File: src/rtl/pulse_meter_pkg.sv
// Shared definitions for the pulse_meter block.
//   - DefaultW: default counter / holding register / data width.
//   - Measure FSM (MST) and output handshake FSM (HST) encodings.
// The optional overrun flag is enabled by defining PULSE_METER_OVERRUN_EN.
package pulse_meter_pkg;

  localparam int unsigned DefaultW = 8;

  // Measure FSM encodings
  localparam logic MstIdleEnc = 1'b0;
  localparam logic MstMeasEnc = 1'b1;

  // Output handshake FSM encodings
  localparam logic [1:0] HstH0Enc = 2'd0;
  localparam logic [1:0] HstH1Enc = 2'd1;
  localparam logic [1:0] HstH2Enc = 2'd2;

  typedef enum logic {
    MstIdle = MstIdleEnc,
    MstMeas = MstMeasEnc
  } mst_e;

  typedef enum logic [1:0] {
    HstH0 = HstH0Enc,
    HstH1 = HstH1Enc,
    HstH2 = HstH2Enc
  } hst_e;

endpackage

File: src/rtl/pulse_meter_sat_inc.sv
// W-bit saturating incrementer (combinational).
// Ports:
//   value_i  current value
//   value_o  value_i + 1, held at all-ones instead of wrapping to zero
module sat_inc
  import pulse_meter_pkg::*;
#(
  parameter int unsigned W = DefaultW
) (
  input  logic [W-1:0] value_i,
  output logic [W-1:0] value_o
);

  assign value_o = (&value_i) ? value_i : value_i + W'(1);

endmodule

File: src/rtl/pulse_meter.sv
// pulse_meter: measures the width (in clock cycles) of each high pulse on `pulse` and
// delivers it as a W-bit value over a dav/rfd 4-phase handshake. A one-entry holding
// register lets the next measurement proceed while the previous one is being delivered.
// Ports:
//   clock   system clock, rising edge
//   reset_  asynchronous active-low reset
//   pulse   pulse to measure, synchronous to clock
//   rfd     ready-for-data from the consumer
//   dav     data-available to the consumer
//   data    measured width (saturates at 2^W-1), stable while dav=1
//   ovr     sticky overrun flag, only when PULSE_METER_OVERRUN_EN is defined
module pulse_meter
  import pulse_meter_pkg::*;
#(
  parameter int unsigned W = DefaultW
) (
  input  logic         clock,
  input  logic         reset_,
  input  logic         pulse,
  input  logic         rfd,
  output logic         dav,
  output logic [W-1:0] data
`ifdef PULSE_METER_OVERRUN_EN
  ,
  output logic         ovr
`endif
);

  mst_e         mst_q;
  hst_e         hst_q;
  logic [W-1:0] count_q;
  logic [W-1:0] count_inc;
  logic [W-1:0] hold_q;
  logic         full_q;
  logic         dav_q;
  logic         done;
  logic         full_clr;
  logic         load;

  sat_inc #(
    .W(W)
  ) u_sat_inc (
    .value_i(count_q),
    .value_o(count_inc)
  );

  // Pulse completes on the first edge that samples it low while measuring.
  assign done     = (mst_q == MstMeas) && !pulse;
  // The consumer has taken the data: HOLD is free from this edge on.
  assign full_clr = (hst_q == HstH1) && !rfd;
  // A completion may reuse HOLD on the very edge it is released.
  assign load     = done && (!full_q || full_clr);

`ifdef PULSE_METER_OVERRUN_EN
  logic ovr_q;
  assign ovr = ovr_q;
`endif

  always_ff @(posedge clock or negedge reset_) begin
    if (!reset_) begin
      mst_q   <= MstIdle;
      hst_q   <= HstH0;
      count_q <= '0;
      hold_q  <= '0;
      full_q  <= 1'b0;
      dav_q   <= 1'b0;
`ifdef PULSE_METER_OVERRUN_EN
      ovr_q   <= 1'b0;
`endif
    end else begin
      // Measure FSM
      unique case (mst_q)
        MstIdle: begin
          if (pulse) begin
            count_q <= W'(1);
            mst_q   <= MstMeas;
          end
        end
        MstMeas: begin
          if (pulse) begin
            count_q <= count_inc;
          end else begin
            mst_q <= MstIdle;
          end
        end
      endcase

      // Holding register
      if (load) begin
        hold_q <= count_q;
        full_q <= 1'b1;
      end else if (full_clr) begin
        full_q <= 1'b0;
      end

`ifdef PULSE_METER_OVERRUN_EN
      if (done && !load) begin
        ovr_q <= 1'b1;
      end
`endif

      // Output handshake FSM
      unique case (hst_q)
        HstH0: begin
          if (full_q && rfd) begin
            hst_q <= HstH1;
            dav_q <= 1'b1;
          end
        end
        HstH1: begin
          if (!rfd) begin
            hst_q <= HstH2;
            dav_q <= 1'b0;
          end
        end
        HstH2: begin
          if (rfd) begin
            hst_q <= HstH0;
          end
        end
        default: begin
          hst_q <= HstH0;
          dav_q <= 1'b0;
        end
      endcase
    end
  end

  assign dav  = dav_q;
  // HOLD only changes while dav=0, so data is stable for the whole dav=1 phase.
  assign data = hold_q;

endmodule

File: config.mk
export PLATFORM = sky130hd
export DESIGN_NAME = pulse_meter
export DESIGN_NICKNAME = d
export VERILOG_FILES = /design/src/rtl/pulse_meter_pkg.sv /design/src/rtl/pulse_meter_sat_inc.sv /design/src/rtl/pulse_meter.sv
export SDC_FILE = /design/constraint.sdc
export NUM_CORES = 1
export LEC_CHECK = 0
export ABC_CLOCK_PERIOD_IN_PS = 2300
export CORE_UTILIZATION = 50
export DETAILED_ROUTE_END_ITERATION = 16
export PLACE_DENSITY = 0.73
export SYNTH_ARGS = -nofsm -noshare
export SYNTH_HDL_FRONTEND = slang
export SYNTH_SLANG_ARGS = --single-unit
File: constraint.sdc
create_clock -name clock -period 2.3 [get_ports clock]
set_input_delay 0.69 -clock clock [delete_from_list [all_inputs] [get_ports clock]]
set_output_delay 0.69 -clock clock [all_outputs]
set_load 0.01 [all_outputs]
==> reports/results.txt, run 1 <==
fin util -> 63.23%
# rows -> 15
DR WL/cell -> 13.84 µm
core area -> 1821 µm²
post-route antenna net violation count -> 0
crit path time final -> 1938 ps
share of cells above drive strength 1 -> 19.39%
clk sinks -> 21
min setup slack post-route -> 361.6 ps
startpoint types -> register
top-level port count -> 13
hold_buf cts -> 0
crit path kind -> reg2out
Slew headroom -> 76.86%
Post-Syn Area -> 1013 µm²
hold_sp -> data[4]
outcome -> completed
final hold violation count -> 0
CP endpoint kind -> output port
Worst-path clk slew -> 110 ps
Reg2Reg Setup Slack -> 740 ps
Crit-path slowest cell -> clkdlybuf4s50_1
clock tree buffer depth -> 2
vias -> 678
vias in the first global route -> 623
setup TNS -> 0 ps
Placed Instances -> 119
synth-to-layout area growth -> 13.58%
area taken by multi-input logic gates -> 425.4 µm²
Synth Net Count -> 90
CTS Buf Count -> 3
Max-Cap Viols -> 0
Die Y -> 47.02 µm
reg-to-reg endpoint -> data[7]
Final Max Tran Viols -> 0
CP peak stage delay -> 550 ps
Setup Buffers After CTS -> 0
Synth Instances -> 85
Peak VDD IR -> 0.6414 mV
routability cong. -> 0.8511
Clock Skew -> 4.211 ps
Async SR Flop Fraction -> 100.0%
RSZ-0062 raised after global routing -> false
post-synth top area share -> 51.85%
EDFF count, synth -> 0
CP required -> 1610 ps
register area share after synthesis -> 51.85%
FILL cells -> 153
initial antenna violation count -> 0
diode count -> 0
pre-CTS setup slack -> 96.11 ps
Reg-to-Reg Start -> hst_q[1]
register bit count reported by yosys -> 21
Cell variety after synth -> 29
# resized after CTS -> 0
DR vias/cell -> 5.512
clock root buffer -> clkbuf_4
nets -> 104
most common cell in the netlist -> dfrtp_1
Max H-tree Level -> 1
leakage power -> 0.0004870 µW
worst path bufs/invs -> 1
Most used DFF post-synth -> dfrtp_1
Worst Hold Class -> reg2reg
die area -> 2211 µm²
routed wire length -> 1.702 mm
first-pass GRT wire length -> 2.911 mm
maximum clock frequency -> 515.9 MHz
Detail Placement HPWL -> 1.283 mm
synthesized area per cell -> 11.92 µm²
Yosys top cell by area -> dfrtp_1
DR pass1 iterations -> 4
post-route clock period utilization -> 84.28%
Critical Path Source -> data[7]
delay-heaviest family, CP -> buffers and inverters
largest net degree at the start of global routing -> 22
synth cell count leaders -> dfrtp_1 (21), nand2_1 (9), mux2_4 (8)
Synth area leaders -> dfrtp_1 (52%), mux2_4 (12%), a21oi_1 (3.5%)
register area -> 525.5 µm²
crit path cell chain -> clkdlybuf4s50_1
PwrDens -> 844.7 nW/µm²
reg2reg path depth -> 4
gr ovfl total -> 0
TritonCTS clock tree -> yes
overall power -> 972.3 µW
worst hold endpoint -> data[4]
GR Util All Layers -> 19.58%
transition time of the tightest slew-check pin -> 346.4 ps
Worst Hold Depth -> 1
initial core utilization -> 55.67%
Die Wd -> 47.02 µm
synth warn -> 0
Worst EP arrival -> 1250 ps
final setup violation count -> 0
I/O Buffers -> 12
initial DRC count -> 24
CP max FO -> 2
Non-Filler Instances -> 123
Skew-Pair Late Insertion Delay -> 300 ps
Residual DRC -> 0
layout make-up:
type | instances | share of cell area [%]
clock buffers | 4 | 2.283
inverters | 2 | 0.6522
multi-input cells | 57 | 36.96
flip-flops and latches | 21 | 45.65
well taps | 25 | 2.717
repair buffers | 14 | 11.74
logic make-up (layout without fill, tap and decap cells):
family	Yosys count	in the layout	share of synthesized area (%)
AND/OR/NAND/NOR	24	24	13.58
adder cells (fa/ha/maj)	1	1	1.234
flip-flops	21	21	51.85
multiplexers	9	9	12.84
AO/OA/AOI/OAI	23	23	14.32
buffers and inverters	7	20	6.173
sequential cells by signal, summed over array words and instances, names as in the netlist:
name,flops
data,8
count_q,8
dav,1
hst_q,2
full_q,1
mst_q,1
layout by cell type, fill, tap and decap left out, types with 2 or more instances in the layout:
cell type,instances
a21oi_1,7
a22o_1,2
buf_4,2
clkbuf_4,3
clkdlybuf4s50_1,12
dfrtp_1,21
inv_1,2
mux2_4,8
nand2_1,9
nand2b_1,2
nand3_1,2
nand4_1,2
nor2_1,2
o21a_1,2
o21ai_0,7
o21ai_2,2
worst max path at each step:
stage | slack [ps] | endpoint | cells past startpoint
CTS | 360 | data[7] | 1
detailed placement | 100 | data[7] | 4
finish | 360 | data[7] | 1
global route | 330 | data[7] | 1
global placement | 120 | data[7] | 4
floorplan | 640 | data[0] | 5
routing by layer:
| metal | vias to the layer above | global-route usage (%) | wire, µm |
|---|---|---|---|
| met5 | - | 0 | 0 |
| met4 | 0 | 8.571 | 65 |
| met3 | 7 | 3.462 | 69 |
| met2 | 26 | 29.72 | 778 |
| met1 | 319 | 27.59 | 788 |
| li1 | 326 | - | - |
where the power goes:
part / switching, µW / internal [µW]
combinational: 101 / 172
sequential: 83.4 / 445
clock: 103 / 67.5
total: 288 / 685
per-stage QoR:
stage	area [µm²]	hold slack, ps
5_1_grt	1151	542.9
2_1_floorplan	1013	394.4
3_3_place_gp	1125	490.9
3_5_place_dp	1125	500.6
4_1_cts	1151	527.9
6_report	1151	520.9
No activity file was read; power rests on OpenSTA's default activity.
==> inputs of run 2 (changes only) <==
Settings changed: ABC_CLOCK_PERIOD_IN_PS 2300 to 1600, CORE_UTILIZATION 50 to 47, PLACE_DENSITY 0.73 to 0.72.
Clock period 2.3 ns to 1.6 ns, I/O delays scaled along.
==> run 2 against run 1 <==
Setup slack got worse by 310 ps. Critical path depth rose by 4. Count of clock-buffer cells in the layout unchanged. Die area up 6.1%. Sequential share of layout area down 1.0 points. Total power is 41% higher. Cell area is 2.3% higher. Utilization down 4.4 points. Largest power group unchanged. Clock skew increased by 1.9 ps. Sequential cell count did not move. Highest routed layer is now met3. Clock power up 45%. Largest cell class unchanged.
==> reports/results.txt, run 2 (synthesis results as in run 1) <==
final hold violation count -> 0 (unchanged)
most frequent cells in the layout -> dfrtp_1 (21), nand2_1 (9), dlygate4sd2_1 (9), mux2_4 (8)
maximum clock frequency -> 647.1 MHz
Die Y -> 48.44 µm (+3.0%)
Detail Placement HPWL -> 1.171 mm (-8.7%)
# rows -> 16 (+1)
DR WL/cell -> 13.29 µm (-3.9%)
Worst Hold Class -> in2async
P_int -> 953.8 µW (+39%)
DR vias/cell -> 5.087 (-7.7%)
Max H-tree Level -> 1 (unchanged)
Max-Cap Viols -> 0 (unchanged)
Worst EP arrival -> 1730 ps (+480 ps)
core area -> 2002 µm² (+10%)
TritonCTS clock tree -> yes
transition time of the tightest slew-check pin -> 261.4 ps (-84.96 ps)
crit path kind -> in2reg
fin util -> 58.81% (-4.4 points)
startpoint types -> input port
outcome -> completed
RSZ-0062 raised after global routing -> false
PwrDens -> 1165 nW/µm² (+38%)
routed wire length -> 1.688 mm (-0.82%)
leakage power -> 0.0005336 µW (+9.6%)
Combinational Power Share -> 26.6% (-1.5 points)
hold_buf cts -> 0 (unchanged)
synth-to-layout area growth -> 16.17%
post-route antenna net violation count -> 0 (unchanged)
diode count -> 0 (unchanged)
DR pass1 iterations -> 5 (+1)
CP endpoint kind -> register
first-pass GRT wire length -> 2.932 mm (+0.72%)
Skew-Pair Late Insertion Delay -> 290 ps (about the same)
clock root buffer -> clkbuf_4
vias in the first global route -> 636 (+2.1%)
CTS Buf Count -> 3 (unchanged)
routability cong. -> 0.8042 (-5.5%)
Worst-path clk slew -> 120 ps (about the same)
NetSw -> 417.5 µW (+45%)
Residual DRC -> 0 (unchanged)
final setup violation count -> 0 (unchanged)
CP max FO -> 3 (+1)
largest net degree at the start of global routing -> 22 (unchanged)
Clock Skew -> 6.100 ps (+1.889 ps)
initial DRC count -> 17 (-29%)
Final Max Tran Viols -> 0 (unchanged)
Slew headroom -> 82.34% (+5.5 points)
CP required -> 1780 ps (+170 ps)
clk sinks -> 21 (unchanged)
nets -> 106 (+1.9%)
Reg2Reg Setup Slack -> 150 ps (-590 ps)
initial antenna violation count -> 0 (unchanged)
Peak VDD IR -> 0.6792 mV (+5.9%)
most common cell after layout, fill and taps aside -> dfrtp_1
initial core utilization -> 50.63% (-5.0 points)
top-level port count -> 13 (unchanged)
Die Wd -> 48.44 µm (+3.0%)
Sw Ratio -> 30.45% (+0.87 points)
min setup slack post-route -> 54.67 ps (-306.9 ps)
share of cells above drive strength 1 -> 21.00% (+1.6 points)
reg2reg path depth -> 5 (+1)
Seq pwr share -> 55.4% (+1.0 points)
post-route clock period utilization -> 96.58%
reg-to-reg endpoint -> data[2]
vias -> 646 (-4.7%)
I/O Buffers -> 12 (unchanged)
GR Util All Layers -> 16.08% (-3.5 points)
clock power share -> 18.0% (+0.5 points)
gr ovfl total -> 0 (unchanged)
Reg-to-Reg Start -> hst_q[1]
clock tree buffer depth -> 2 (unchanged)
die area -> 2346 µm² (+6.1%)
pre-CTS setup slack -> -266.5 ps (-362.7 ps)
crit path time final -> 1545 ps
run 2: cell types whose count changed in the layout (fill, tap and decap cells not counted), sizes merged:
| cell | change |
|---|---|
| clkdlybuf4s50 | -9 |
| buf | +2 |
| dlygate4sd2 | +9 |
run 2: layer usage:
layer / global-route usage [%] / vias up / part of all wire [%]
met4: 2.941 / 0 / 0
met3: 2.201 / 0 / 3.9
li1: - / 331 / -
met1: 21.90 / 300 / 51
met5: 0 / - / 0
met2: 27.70 / 15 / 45
run 2: worst max-delay path by stage:
stage,from,end
final,pulse,data[2]
after global routing,pulse,data[2]
after CTS,rfd,data[0]
after detailed placement,rfd,data[2]
after global placement,rfd,data[0]
after floorplan,pulse,data[0]
run 2: what timing repair did:
action / 4_1_cts / 5_1_grt
pin swaps: 0 / 1
gates resized for setup: 9 / 1
setup buffers: 0 / 0
endpoints found under the hold margin: 0 / 0
endpoints found under the setup margin: 9 / 3
run 2: metrics by stage:
stage	total power (µW)	hold slack [ps]	std cells	cell area, µm²	TNS, ps
2_1_floorplan	1026	184.4	85	1013	0
3_3_place_gp	1162	493.1	123	1155	-1981
3_5_place_dp	1178	498.3	123	1155	-2239
4_1_cts	1381	523.9	127	1170	0
5_1_grt	1461	533.5	127	1177	0
6_report	1371	518.1	127	1177	0
run 2: worst max-delay path, stage by stage:
cell	delay, ps
clkdlybuf4s50_1	440
nand2b_2	220
nor2b_4	150
buf_4	150
mux2_4	290
run 2: area by class of cell:
cell class	count	area (µm²)
Inverter	2	7.507
Multi-Input combinational cell	57	432.9
Timing Repair Buffer	16	151.4
Fill cell	181	824.5
Tap cell	27	33.78
Clock buffer	4	26.28
Sequential cell	21	525.5
run 2: power groups by stage:
| stage | Clock [µW] | Combinational (µW) | Sequential (µW) |
|---|---|---|---|
| floorplan | 0 | 282 | 743 |
| global placement | 0 | 397 | 765 |
| detailed placement | 0 | 408 | 770 |
| CTS | 253 | 368 | 760 |
| global route | 272 | 406 | 782 |
| finish | 247 | 364 | 760 |
==> patch, RTL diff (config.mk and constraints of run 2) <==
Build with the macro `PULSE_METER_OVERRUN_EN` defined.
--- a/src/rtl/pulse_meter.sv
+++ b/src/rtl/pulse_meter.sv
@@ -9,6 +9,8 @@
 //   dav     data-available to the consumer
 //   data    measured width (saturates at 2^W-1), stable while dav=1
 //   ovr     sticky overrun flag, only when PULSE_METER_OVERRUN_EN is defined
+`define PULSE_METER_OVERRUN_EN
+
 module pulse_meter
   import pulse_meter_pkg::*;
 #(
Check against the original RTL (old outputs only; new: ovr): equivalent (equiv_simple and equiv_induct, registers matched by name and starting in step).
==> patch against run 2 <==
Clock power is 4% lower; sequential cell count increased by 1; count of clock-buffer cells in the layout fell by 1; routed wire length fell by 0.65%; critical path depth unchanged; area after synthesis increased by 4.4%; power grew 6.5%; final area increased by 8.6%; cell count grew 7.1%; worst setup slack improved by 0.031 ns; core utilization increased by 3.8 points; sequential share of layout area is 1.6 points lower; fmax rose by 2.1%; critical endpoint is now data[4].
==> patch: results <==
[outcome]
status = "complete, no violations"

[grt]
grt_pass1_wl_mm = 3.06
grt_usage = 0.172
grt_max_degree = 23
antenna_found_initial = 0
first_global_vias = 687

[timing]
max_slew.worst_pin.slew_ns = 0.281
final.setup_skew_ns = 0.00237

[cts]
cts_root_buffer = "clkbuf_4"
post-cts-setup-buffer-count = 0
cts-htree-levels = 1
post_cts_resize_count = 10
clock_insertion_delay_worst_skew_ns = 0.30
path_clk_slew_ns = 0.10
numCtsBuffers = 3
clk_path_buf_depth = 2

[critical_path]
worstPathMaxFanout = 8
cp_top_family = "buffers and inverters"
crit_arrival_ns = 1.71
max_stage_delay_ns = 0.45
slowest_stage = "clkdlybuf4s50_1"

[placed_design]
place_ws_ns = -0.249
post_dp_cell_area_um2 = 1270
hpwl_mm = 1.29
globalplace.congestion = 0.834
io_buffer_count = 13

[logic_synthesis]
syn_nets = 92
yosysWarningCount = 0
synth_async_sr_flop_share = 1.00
ys_top_cells_by_count = "dfrtp_1, nand2_1, mux2_4"
synth_sequential_area_ratio = 0.520
synth.area.top_cells = "dfrtp_1, mux2_4, nand2_1"
synth_cell_types = 31

[route]
wl_mm = 1.68
post_drt_via_cell_ratio = 5.13
first_pass_iters = 2
drt_iter0_markers = 11

[cells_and_area]
layout-drive-gt1-share = 0.266
num-fill-cells = 181
antenna_cells_inserted = 0
fin_nets = 116
multi_input_area_um2 = 452

[hold_path]
timing.hold.worst.class = "reg2reg"

[pwr]
p_leak_nw = 0.582
power_switching_share = 0.297
worst_case_vdd_ir_drop_mv = 0.800
-- patch: area by class of cell --
cell class,instances,share of cell area
Timing Repair Buffer,24,0.166
Inverter,2,0.00587
Clock buffer,3,0.0176
Multi-Input combinational cell,58,0.353
Sequential cell,22,0.431
Tap cell,27,0.0264
-- patch: per-stage QoR --
step	cells	power, mW
4_1_cts	136	1.48
2_1_floorplan	87	1.07
6_report	136	1.46
3_3_place_gp	133	1.27
5_1_grt	136	1.56
3_5_place_dp	133	1.29
-- patch: cells by family (layout without fill, tap and decap cells) --
logic type / after synthesis / after routing / synth area share
buf+inv: 7 / 29 / 0.0532
mux: 9 / 9 / 0.123
flops: 22 / 22 / 0.520
compound gates: 23 / 23 / 0.150
fa+ha+maj: 1 / 1 / 0.0118
simple gates: 25 / 25 / 0.142
-- patch: final timing paths --
check,depth (start not counted),end,slack [ns],start
min in group asynchronous,2,hst_q[0],0.52,reset_
worst max register to register,5,data[4],0.20,hst_q[1]
worst min-delay path,1,ovr,0.48,ovr
worst max-delay path,5,data[4],0.09,rfd
worst min register to register,1,ovr,0.48,ovr
max in group asynchronous,2,data[4],0.87,reset_
-- patch: power by group through the flow --
stage	registers [mW]	clock network (mW)	logic, mW
2_1_floorplan	0.777	0	0.291
3_3_place_gp	0.770	0	0.496
3_5_place_dp	0.777	0	0.509
4_1_cts	0.762	0.249	0.469
5_1_grt	0.780	0.269	0.512
6_report	0.761	0.236	0.463
-- patch: per-layer routing --
metal,track usage,share of wire,vias to the layer above
met1,0.235,0.52,324
met3,0.0278,0.032,4
met4,0.100,0.032,0
met5,0,0,-
li1,-,-,356
met2,0.258,0.41,13
